[config.mk]
export PLATFORM = sky130hd
export DESIGN_NAME = pipeline_hazard_ctrl
export DESIGN_NICKNAME = d
export VERILOG_FILES = /design/src/rtl/mips_pipe_pkg.sv /design/src/rtl/load_use_detect.sv /design/src/rtl/pipeline_hazard_ctrl.sv
export SDC_FILE = /design/constraint.sdc
export NUM_CORES = 1
export LEC_CHECK = 0
export CELL_PAD_IN_SITES_DETAIL_PLACEMENT = 0
export CELL_PAD_IN_SITES_GLOBAL_PLACEMENT = 1
export CORE_ASPECT_RATIO = 1.5
export CORE_MARGIN = 3
export CORE_UTILIZATION = 22
export DETAILED_ROUTE_END_ITERATION = 10
export PLACE_DENSITY_LB_ADDON = 0.05
export SLEW_MARGIN = 25
export SYNTH_ARGS = -nofsm -noshare
export SYNTH_HDL_FRONTEND = slang
export SYNTH_SLANG_ARGS = --single-unit
[constraint.sdc]
create_clock -name clk -period 4.7 [get_ports clk]
set_input_delay 1.175 -clock clk [delete_from_list [all_inputs] [get_ports clk]]
set_output_delay 1.175 -clock clk [all_outputs]
set_load 0.03 [all_outputs]
[src/rtl/mips_pipe_pkg.sv]
// mips_pipe_pkg
//   Shared types and constants for the MIPS pipeline control blocks.
//   hz_state_t     : hazard sequencer states (RUN, MEM_WAIT, HALT)
//   DEF_REG_ADDR_W : default register-specifier width
package mips_pipe_pkg;

  localparam int DEF_REG_ADDR_W = 5;

  typedef enum logic [1:0] {
    RUN      = 2'd0,
    MEM_WAIT = 2'd1,
    HALT     = 2'd2
  } hz_state_t;

endpackage : mips_pipe_pkg

[src/rtl/load_use_detect.sv]
// load_use_detect
//   Combinational load-use hazard comparator. Flags when the load in EX
//   writes a register that the instruction in ID reads. Register 0 is never
//   a hazard because it is hard-wired to zero.
// Ports:
//   memread   in  load in EX
//   load_rt   in  load destination register
//   id_rs     in  rs of instruction in ID
//   id_rt     in  rt of instruction in ID
//   id_uses_rt in ID instruction reads rt
//   load_use  out hazard condition
module load_use_detect
  import mips_pipe_pkg::*;
#(
  parameter int REG_ADDR_W = DEF_REG_ADDR_W
) (
  input  logic                  memread,
  input  logic [REG_ADDR_W-1:0] load_rt,
  input  logic [REG_ADDR_W-1:0] id_rs,
  input  logic [REG_ADDR_W-1:0] id_rt,
  input  logic                  id_uses_rt,
  output logic                  load_use
);

  logic rs_match;
  logic rt_match;

  assign rs_match = (load_rt == id_rs);
  assign rt_match = id_uses_rt && (load_rt == id_rt);
  assign load_use = memread && (load_rt != '0) && (rs_match || rt_match);

endmodule : load_use_detect

[src/rtl/pipeline_hazard_ctrl.sv]
// pipeline_hazard_ctrl
//   Stall/flush sequencer for the 5-stage MIPS pipeline. Handles load-use
//   bubbles, taken-branch squash, and data-memory wait freezes with a
//   timeout watchdog that halts the core.
//   Optional build macro HAZARD_PERF_CNT_EN enables the saturating perf
//   counters; without it stall_cycles/flush_count are tied to zero.
// Ports:
//   clk, rst_n                  clock, async active-low reset
//   IDEX_memread_ctrl, IDEX_reg_rt     load in EX and its destination
//   IFID_reg_rs, IFID_reg_rt, IFID_uses_rt  ID-stage source registers
//   branch_taken                branch in EX resolved taken
//   dmem_req, dmem_ready        data-memory handshake
//   pc_write_en .. MEMWB_bubble pipeline register controls (Mealy)
//   halted                      sticky memory-timeout halt
//   stall_cycles, flush_count   perf counters
//
// state    | meaning
// ---------+-----------------------------------------------------------
// RUN      | normal flow; load-use / branch hazards resolved here
// MEM_WAIT | pipeline frozen awaiting dmem_ready; wait_cnt counts cycles
// HALT     | memory timeout; everything frozen until reset
module pipeline_hazard_ctrl
  import mips_pipe_pkg::*;
#(
  parameter int REG_ADDR_W = DEF_REG_ADDR_W,
  parameter int MAX_WAIT   = 16,
  parameter int CNT_W      = 32
) (
  input  logic                  clk,
  input  logic                  rst_n,
  input  logic                  IDEX_memread_ctrl,
  input  logic [REG_ADDR_W-1:0] IDEX_reg_rt,
  input  logic [REG_ADDR_W-1:0] IFID_reg_rs,
  input  logic [REG_ADDR_W-1:0] IFID_reg_rt,
  input  logic                  IFID_uses_rt,
  input  logic                  branch_taken,
  input  logic                  dmem_req,
  input  logic                  dmem_ready,
  output logic                  pc_write_en,
  output logic                  IFID_write_en,
  output logic                  IFID_flush,
  output logic                  IDEX_write_en,
  output logic                  IDEX_bubble,
  output logic                  EXMEM_write_en,
  output logic                  MEMWB_bubble,
  output logic                  halted,
  output logic [CNT_W-1:0]      stall_cycles,
  output logic [CNT_W-1:0]      flush_count
);

  localparam int WAIT_W = $clog2(MAX_WAIT) + 1;

  hz_state_t         state;
  hz_state_t         state_nxt;
  logic [WAIT_W-1:0] wait_cnt;
  logic [WAIT_W-1:0] wait_cnt_nxt;
  logic              load_use;
  logic              freeze;
  logic              hazard_eval;

  load_use_detect #(
    .REG_ADDR_W (REG_ADDR_W)
  ) u_load_use_detect (
    .memread    (IDEX_memread_ctrl),
    .load_rt    (IDEX_reg_rt),
    .id_rs      (IFID_reg_rs),
    .id_rt      (IFID_reg_rt),
    .id_uses_rt (IFID_uses_rt),
    .load_use   (load_use)
  );

  always_comb begin
    state_nxt      = state;
    wait_cnt_nxt   = wait_cnt;
    freeze         = 1'b0;
    hazard_eval    = 1'b0;
    pc_write_en    = 1'b1;
    IFID_write_en  = 1'b1;
    IFID_flush     = 1'b0;
    IDEX_write_en  = 1'b1;
    IDEX_bubble    = 1'b0;
    EXMEM_write_en = 1'b1;
    MEMWB_bubble   = 1'b0;

    case (state)
      RUN: begin
        // Same-cycle ready is a zero-wait access and never freezes.
        if (dmem_req && !dmem_ready) begin
          freeze       = 1'b1;
          state_nxt    = MEM_WAIT;
          wait_cnt_nxt = WAIT_W'(1);
        end else begin
          hazard_eval = 1'b1;
        end
      end
      MEM_WAIT: begin
        if (!dmem_ready) begin
          freeze = 1'b1;
          if (wait_cnt == WAIT_W'(MAX_WAIT - 1)) begin
            state_nxt = HALT;
          end else begin
            wait_cnt_nxt = wait_cnt + WAIT_W'(1);
          end
        end else begin
          // Release cycle: hazards held frozen in EX/ID resolve now.
          hazard_eval  = 1'b1;
          state_nxt    = RUN;
          wait_cnt_nxt = '0;
        end
      end
      HALT: begin
        freeze = 1'b1;
      end
      default: begin
        state_nxt    = RUN;
        wait_cnt_nxt = '0;
      end
    endcase

    if (freeze) begin
      pc_write_en    = 1'b0;
      IFID_write_en  = 1'b0;
      IDEX_write_en  = 1'b0;
      EXMEM_write_en = 1'b0;
      MEMWB_bubble   = 1'b1;
    end

    // Branch squashes the ID instruction, so it outranks load-use.
    if (hazard_eval) begin
      if (branch_taken) begin
        IFID_flush  = 1'b1;
        IDEX_bubble = 1'b1;
      end else if (load_use) begin
        pc_write_en   = 1'b0;
        IFID_write_en = 1'b0;
        IDEX_bubble   = 1'b1;
      end
    end

    // Outputs follow reset immediately, not at the next edge.
    if (!rst_n) begin
      pc_write_en    = 1'b0;
      IFID_write_en  = 1'b0;
      IFID_flush     = 1'b0;
      IDEX_write_en  = 1'b0;
      IDEX_bubble    = 1'b0;
      EXMEM_write_en = 1'b0;
      MEMWB_bubble   = 1'b0;
    end
  end

  always_ff @(posedge clk or negedge rst_n) begin
    if (!rst_n) begin
      state    <= RUN;
      wait_cnt <= '0;
    end else begin
      state    <= state_nxt;
      wait_cnt <= wait_cnt_nxt;
    end
  end

  assign halted = (state == HALT);

`ifdef HAZARD_PERF_CNT_EN
  always_ff @(posedge clk or negedge rst_n) begin
    if (!rst_n) begin
      stall_cycles <= '0;
      flush_count  <= '0;
    end else begin
      if (!pc_write_en && (stall_cycles != '1)) begin
        stall_cycles <= stall_cycles + CNT_W'(1);
      end
      if (IFID_flush && (flush_count != '1)) begin
        flush_count <= flush_count + CNT_W'(1);
      end
    end
  end
`else
  assign stall_cycles = '0;
  assign flush_count  = '0;
`endif

endmodule : pipeline_hazard_ctrl

-- After elaboration in Yosys (flattened, before gate mapping)
Cells that the tools add are included.
- register bits after elaboration: 7
- bits of input ports: 22
- word-level logic and storage cells: 51
- add/sub/neg operators: 1
- equal/unequal tests: 8
- mux-type cells: 29
- bitwise operators: 1
- reductions and logical operators: 10
- operators with widths (cell ; count):
    $mux W1 ; 19
    $mux W5 ; 3
    $pmux W5 S3 ; 1
    $eq A5 B5 Y1 ; 2
    $mux W2 ; 3
    $ne A3 B3 Y1 const B ; 2
    $pmux W2 S3 ; 1
    $reduce_and A3 Y1 ; 2
    $add A5 B1 Y5 const B ; 1
    $eq A5 B4 Y1 const B ; 1
    $reduce_bool A5 Y1 ; 1
    $logic_and A1 B1 Y1 ; 4
    $pmux W1 S3 ; 1
    $eq A2 B1 Y1 const B ; 1
    $eq A2 B2 Y1 const B ; 1
    $logic_not A2 Y1 ; 1
    $ne A2 B2 Y1 const B ; 1
    $pmux W1 S2 ; 1
    $logic_not A1 Y1 ; 1
    $logic_or A1 B1 Y1 ; 1
    $not A1 Y1 ; 1

-- Logic depth before layout (Yosys ltp)
Gate-level depths: netlist (run 1).
- depth after elaboration: 9
- mapped depth: 7

-- Hierarchy
Synthesis (run 1) repeated with hierarchy kept, for this count alone.
- cells, all modules: 134
- area, all modules: 1089.8 um^2
- by module, submodules not included (module ; instances ; cells each ; area an instance (um^2) ; sequential area each (um^2)):
    pipeline_hazard_ctrl ; 1 ; 117 ; 957.2 ; 175.2
    load_use_detect ; 1 ; 17 ; 132.6 ; 0.0

-- Worst setup path after synthesis (run 1)
Ideal clock, no wire load.
- path type: in2out
- start point: in dmem_req
- end point: out pc_write_en
- data arrival time: 2952 ps
- setup slack: 573 ps
- stages on the path: 5
- buffers on the path: 1
- cells stage by stage: nor2_1 -> o21bai_1 -> a21boi_0 -> o41a_1 -> buf_4
- longest elaborated chain between the ends: 8
- ends and longest elaborated chain (element ; RTL line ; RTL):
    from (decl) ; pipeline_hazard_ctrl.sv:37 ; input logic dmem_req,
    $logic_and A1 B1 Y1 * ; pipeline_hazard_ctrl.sv:88 ; if (dmem_req && !dmem_ready) begin
    $mux W1 ; pipeline_hazard_ctrl.sv:88 ;
    $pmux W1 S3 ; pipeline_hazard_ctrl.sv:85 ; case (state)
    $mux W1 (3 in series) ; -- ;
    $mux W1 * (2 in series) ; -- ;
    to (decl) ; pipeline_hazard_ctrl.sv:39 ; output logic pc_write_en,
Every way passes the cells marked *; elsewhere a longest branch is shown, timed or not.

-- Worst setup path after layout (run 1)
- start point: in IDEX_reg_rt[1]
- end point: out pc_write_en
- longest elaborated chain between the ends: 8
- ends and longest elaborated chain (element ; RTL line ; RTL):
    from (decl) ; pipeline_hazard_ctrl.sv:32 ; input logic [REG_ADDR_W-1:0] IDEX_reg_rt,
    $eq A5 B5 Y1 ; load_use_detect.sv:29 ; assign rt_match = id_uses_rt && (load_rt == id_rt);
    $logic_and A1 B1 Y1 ; load_use_detect.sv:29 ;
    $logic_or A1 B1 Y1 ; load_use_detect.sv:30 ; assign load_use = memread && (load_rt != '0) && (rs_match || rt_match);
    $logic_and A1 B1 Y1 * ; load_use_detect.sv:30 ;
    $mux W1 * ; pipeline_hazard_ctrl.sv:133 ; end else if (load_use) begin
    $mux W1 * ; pipeline_hazard_ctrl.sv:130 ; if (branch_taken) begin
    $mux W1 * ; pipeline_hazard_ctrl.sv:129 ; if (hazard_eval) begin
    $mux W1 * ; pipeline_hazard_ctrl.sv:141 ; if (!rst_n) begin
Marked as above.

==> results of run 1 <==
==> flip-flops by register name, summed over array words and instances (netlist names) <==
| signal | flops |
|---|---|
| state | 2 |
| wait_cnt | 5 |
==> power groups by stage <==
stage	clock network, mW	logic [mW]	registers, mW
3_5_place_dp	0	0.133	0.0710
6_report	0.0868	0.135	0.0704
2_1_floorplan	0	0.141	0.0682
4_1_cts	0.0884	0.134	0.0704
5_1_grt	0.0933	0.144	0.0710
3_3_place_gp	0	0.134	0.0711
==> synth_stat cells, drive strengths merged, types with 2 or more instances <==
library cell,instances,area (um^2)
xnor2,2,17.5
nor2b,2,12.5
buf,67,500
a21oi,2,10.0
ha,2,25.0
nor2,3,11.3
nand2,8,30.0
o22ai,4,25.0
xor2,10,87.6
and3,2,12.5
dfrtp,7,175
inv,2,7.51
==> stage by stage <==
stage / power (mW) / cells / area, um^2
global route: 0.308 / 225 / 1240
global placement: 0.205 / 221 / 1190
detailed placement: 0.204 / 221 / 1190
CTS: 0.293 / 225 / 1240
floorplan: 0.210 / 194 / 1310
finish: 0.292 / 225 / 1240
==> metal layers <==
metal | vias to the layer above | global-route usage
met5 | - | 0
met4 | 0 | 0.0221
met3 | 4 | 0.0272
met2 | 47 | 0.163
met1 | 351 | 0.0719
li1 | 365 | -
==> cell families after synthesis <==
family / after synthesis / share of synthesized area
fa+ha+maj: 2 / 0.0233
compound gates: 16 / 0.111
buf+inv: 70 / 0.477
xor+xnor: 12 / 0.0979
flops: 7 / 0.163
simple gates: 21 / 0.105
other cells: 1 / 0.00349
mux: 2 / 0.0198
==> worst min-delay path: stages (launching register included) <==
cell	delay, ps
dfrtp_1	380
nand2_1	60
o22ai_1	60
==> worst min-delay path by stage <==
stage                        endpoint
final                     wait_cnt[4]
after global routing      wait_cnt[4]
after CTS                 wait_cnt[4]
after detailed placement  wait_cnt[4]
after global placement    wait_cnt[4]
after floorplan              state[0]
==> final cells by class <==
class                   count  area, um^2
inverters                   2        7.51
multi-input cells         117         623
clock buffers               4        45.0
well taps                  64        80.1
repair buffers             31         305
fillers                   534        3380
flip-flops and latches      7         175
==> results.cfg, run 1 <==
[logic_synthesis]
ys_warn_count = 0
syn_area_um2 = 1070
synth_edf_count = 0
synth_cell_types = 33
syn_area_per_cell_um2 = 8.19
ys_seq_elements = 7
synth_seq_area_share = 0.163
synth-main-ff-cell = dfrtp_1
async_reset_ff_frac = 1.00
postSynthCellCount = 131

[die]
std_cell_rows = 30
die_width_um = 63.0
design.core.area_um2 = 4620
dieArea_um2 = 5770
die_h_um = 91.6
floorplan.io_pins = 94
initial_core_util = 0.233

[pwr]
internal_power_mw = 0.159
p_sw_mw = 0.133
pwr-share-seq = 0.241
powerDensity_nw_per_um2 = 236
clkPwrFrac = 0.298
vdd_drop_max_v = 0.0000517
comb_power_share = 0.461
leakage_nw = 0.582
switching_share = 0.455

[drt]
drc = 0
routed_wl_mm = 2.42
wl_met2_mm = 1.38
top_layer_used = met4
num_vias = 767
wl_met3_um = 281
drt-vias-per-instance = 3.41
ant_nets = 0
drt_first_pass_iters = 4
wl_per_cell_um = 10.8
initialDrtViolationCount = 36
wl_met1_um = 746

[grt]
grt_remaining_overflow = 0
track_usage = 0.0802
grt_pass1_wl_mm = 3.74
grt_pass1_vias = 766
grt_max_degree = 13
antenna_found_initial = 0

[placed_design]
hpwl_mm = 2.08
io_buffer_count = 29
dp_worst_setup_slack_ps = 177
gp_congestion = 0.691

[setup_path]
r2r-start = wait_cnt[0]
ff2ff_path_depth = 6
crit_type = in2out
cp_max_fo = 3
path_depth = 5
critical_path_arrival_ps = 3340
crit_family = buffers and inverters
cp-startpoint = IDEX_reg_rt[1]
cp-end-kind = output port
endpoint = pc_write_en
crit_path_start_kind = input pin
worstPathRequired_ps = 3520
cpMaxStageDelayCell = clkdlybuf4s50_1
worstPathBufferInverterCount = 2
r2r_slack_ps = 2920
worst_r2r_endpoint = wait_cnt[3]
max_stage_delay_ps = 690
cp_cell_sequence = clkdlybuf4s50_1 -> or4_1 -> o21ai_0 -> o41a_1 -> clkdlybuf4s50_1
path_common_cell = clkdlybuf4s50_1

[sta]
period_share = 0.961
setup_viol = 0
rsz0062_at_grt = false
whs_ps = 548
period_minus_slack_ps = 4510
fin_ws_ps = 185
drv_slew = 0
finalHoldViolations = 0
tns_ps = 0
max_freq_mhz = 221
fin_skew_ps = 2.56

[clock_network]
postCtsSetupBuffers = 0
htreeDepth = 1
clk_path_buf_depth = 2
path_clk_slew_ps = 40
cts_resized = 0
cts.sinks = 7
cts_made_buffers = 3
cts_root_buffer = clkbuf_8
cts_tree = yes
holdBufCountCts = 0
worstSkewPairLatency_ps = 230

[layout]
layout-drive-gt1-share = 0.0559
fin_nets = 186
n_antenna_cell = 0
most-common-layout-cells = conb_1 (64), clkdlybuf4s50_1 (29), xor2_1 (10)
fin_util = 0.268
syn_to_final_growth_pct = 15.2
layout_commonest_cell = conb_1

[outcome]
status = complete, no violations

[job]
max_cap_viol_count = 0

[worst_hold_path]
worstHoldPathCells = 2
hold_class = reg2reg
hold_path.startpoint = wait_cnt[4]
Power figures use the tool's default switching activity.
==> inputs of run 2 (changes only) <==
--- a/config.mk
+++ b/config.mk
@@ -11,8 +11,9 @@
 export CORE_MARGIN = 3
 export CORE_UTILIZATION = 22
 export DETAILED_ROUTE_END_ITERATION = 10
+export HOLD_SLACK_MARGIN = 0.12
 export PLACE_DENSITY_LB_ADDON = 0.05
-export SLEW_MARGIN = 25
+export SLEW_MARGIN = 20
 export SYNTH_ARGS = -nofsm -noshare
 export SYNTH_HDL_FRONTEND = slang
 export SYNTH_SLANG_ARGS = --single-unit
==> results of run 2 <==
Final layout, timing and power as in run 1 (identical DEF).
==> inputs of run 3 (changes only) <==
--- a/config.mk
+++ b/config.mk
@@ -7,7 +7,6 @@
 export LEC_CHECK = 0
 export CELL_PAD_IN_SITES_DETAIL_PLACEMENT = 0
 export CELL_PAD_IN_SITES_GLOBAL_PLACEMENT = 1
-export CORE_ASPECT_RATIO = 1.5
 export CORE_MARGIN = 3
 export CORE_UTILIZATION = 22
 export DETAILED_ROUTE_END_ITERATION = 10
@@ -17,3 +16,4 @@
 export SYNTH_ARGS = -nofsm -noshare
 export SYNTH_HDL_FRONTEND = slang
 export SYNTH_SLANG_ARGS = --single-unit
+export TNS_END_PERCENT = 1
==> run 3 against run 2 <==
Against the previous run: first-iteration DRC count down 42%; final cell count unchanged; sequential share of layout area up 0.072 points; largest cell class unchanged; clock power down 4.3%; sequential power down 0.7%; clock skew up 0.96 ps; via count up 0.26%; critical path type unchanged; critical endpoint is now IFID_write_en.
==> results.cfg, run 3 (synthesized netlist as in run 1, its figures left out) <==
[outcome]
status = complete, no violations

[clock_network]
holdBufCountCts = 0
cts_root_buffer = clkbuf_8
worstSkewPairLatency_ps = 220
cts_made_buffers = 3
path_clk_slew_ps = 40
cts_resized = 0
clk_path_buf_depth = 2
htreeDepth = 1
postCtsSetupBuffers = 0
cts_tree = yes
cts.sinks = 7

[worst_hold_path]
worstHoldPathCells = 2
hold_class = reg2reg
hold_path.startpoint = wait_cnt[4]
worstHoldEndpoint = wait_cnt[4]

[die]
die_width_um = 75.9
initial_core_util = 0.237
design.core.area_um2 = 4530
floorplan.io_pins = 94
die_h_um = 75.9
dieArea_um2 = 5750
std_cell_rows = 24

[pwr]
clkPwrFrac = 0.292
comb_power_share = 0.463
switching_share = 0.446
p_sw_mw = 0.127
vdd_drop_max_v = 0.0000650
powerDensity_nw_per_um2 = 232
leakage_nw = 0.577
pwr-share-seq = 0.245
internal_power_mw = 0.158

[setup_path]
cp-end-kind = output port
cp-startpoint = IDEX_reg_rt[1]
cp_cell_sequence = clkdlybuf4s50_1 -> or4_1 -> o21ai_0 -> o41a_1 -> clkdlybuf4s50_1
critical_path_arrival_ps = 3270
path_common_cell = clkdlybuf4s50_1
worstPathRequired_ps = 3520
cp_max_fo = 3
ff2ff_path_depth = 6
crit_type = in2out
r2r-start = wait_cnt[0]
max_stage_delay_ps = 680
worst_r2r_endpoint = wait_cnt[3]
r2r_slack_ps = 2950
cpMaxStageDelayCell = clkdlybuf4s50_1
crit_path_start_kind = input pin

[grt]
grt_max_degree = 13
antenna_found_initial = 0
grt_pass1_wl_mm = 2.80
grt_remaining_overflow = 0
track_usage = 0.0629
grt_pass1_vias = 642

[placed_design]
hpwl_mm = 1.83
dp_worst_setup_slack_ps = 228
gp_congestion = 0.774
io_buffer_count = 29

[sta]
setup_viol = 0
max_freq_mhz = 225
period_minus_slack_ps = 4450
fin_ws_ps = 250
drv_slew = 0
rsz0062_at_grt = false
tns_ps = 0
fin_skew_ps = 3.52
finalHoldViolations = 0
period_share = 0.947

[layout]
fin_nets = 185
layout-drive-gt1-share = 0.0500
largest_reg_flops = 5
reg_top3 = wait_cnt (5), state (2)
n_antenna_cell = 0
layout_commonest_cell = conb_1
syn_to_final_growth_pct = 14.6
multi_input_area_um2 = 623
most-common-layout-cells = conb_1 (64), clkdlybuf4s50_1 (29), xor2_1 (10)
top_register = wait_cnt
layout.area.seq_um2 = 175
fillers = 481

[drt]
routed_wl_mm = 2.05
initialDrtViolationCount = 21
wl_per_cell_um = 9.11
ant_nets = 0
drt-vias-per-instance = 3.42
drt_first_pass_iters = 4
num_vias = 769
drc = 0

[job]
max_cap_viol_count = 0
run 3: cell type report:
cell class / count / share of cell area
multi-input cells: 117 / 0.507
repair buffers: 30 / 0.242
flip-flops and latches: 7 / 0.142
well taps: 65 / 0.0661
clock buffers: 4 / 0.0366
inverters: 2 / 0.00610
run 3: power groups by stage:
stage               Sequential, mW  Clock (mW)  Combinational [mW]
detailed placement          0.0708           0               0.131
global route                0.0703      0.0904               0.142
CTS                         0.0699      0.0853               0.131
finish                      0.0699      0.0831               0.132
floorplan                   0.0682           0               0.141
global placement            0.0711           0               0.133
run 3: critical path: cells and delay by family:
| family | cells | cell delay, ps |
|---|---|---|
| AO/OA/AOI/OAI | 2 | 430 |
| buffers and inverters | 2 | 1140 |
| AND/OR/NAND/NOR | 1 | 530 |
run 3: how the worst max path moves through the flow:
| stage | endpoint | slack [ps] | depth (start not counted) |
|---|---|---|---|
| floorplan | pc_write_en | 570 | 5 |
| global placement | pc_write_en | 230 | 5 |
| detailed placement | IFID_write_en | 230 | 5 |
| CTS | IFID_write_en | 230 | 5 |
| global route | IDEX_bubble | 110 | 6 |
| finish | IFID_write_en | 250 | 5 |
run 3: routing by layer:
metal | vias up | track usage | share of wire
li1 | 361 | - | -
met1 | 350 | 0.0597 | 0.28
met2 | 56 | 0.129 | 0.59
met3 | 2 | 0.00396 | 0.12
met4 | 0 | 0.0350 | 0.011
met5 | - | 0 | 0
run 3: through the flow:
step           area (um^2)  total power, mW  std cells  hold slack (ps)  utilization
2_1_floorplan         1310            0.210        194              493            -
3_3_place_gp          1180            0.204        221              523        0.261
3_5_place_dp          1180            0.202        221              530        0.261
4_1_cts               1230            0.286        225              544        0.271
5_1_grt               1230            0.302        225              572        0.271
6_report              1230            0.285        225              546        0.271
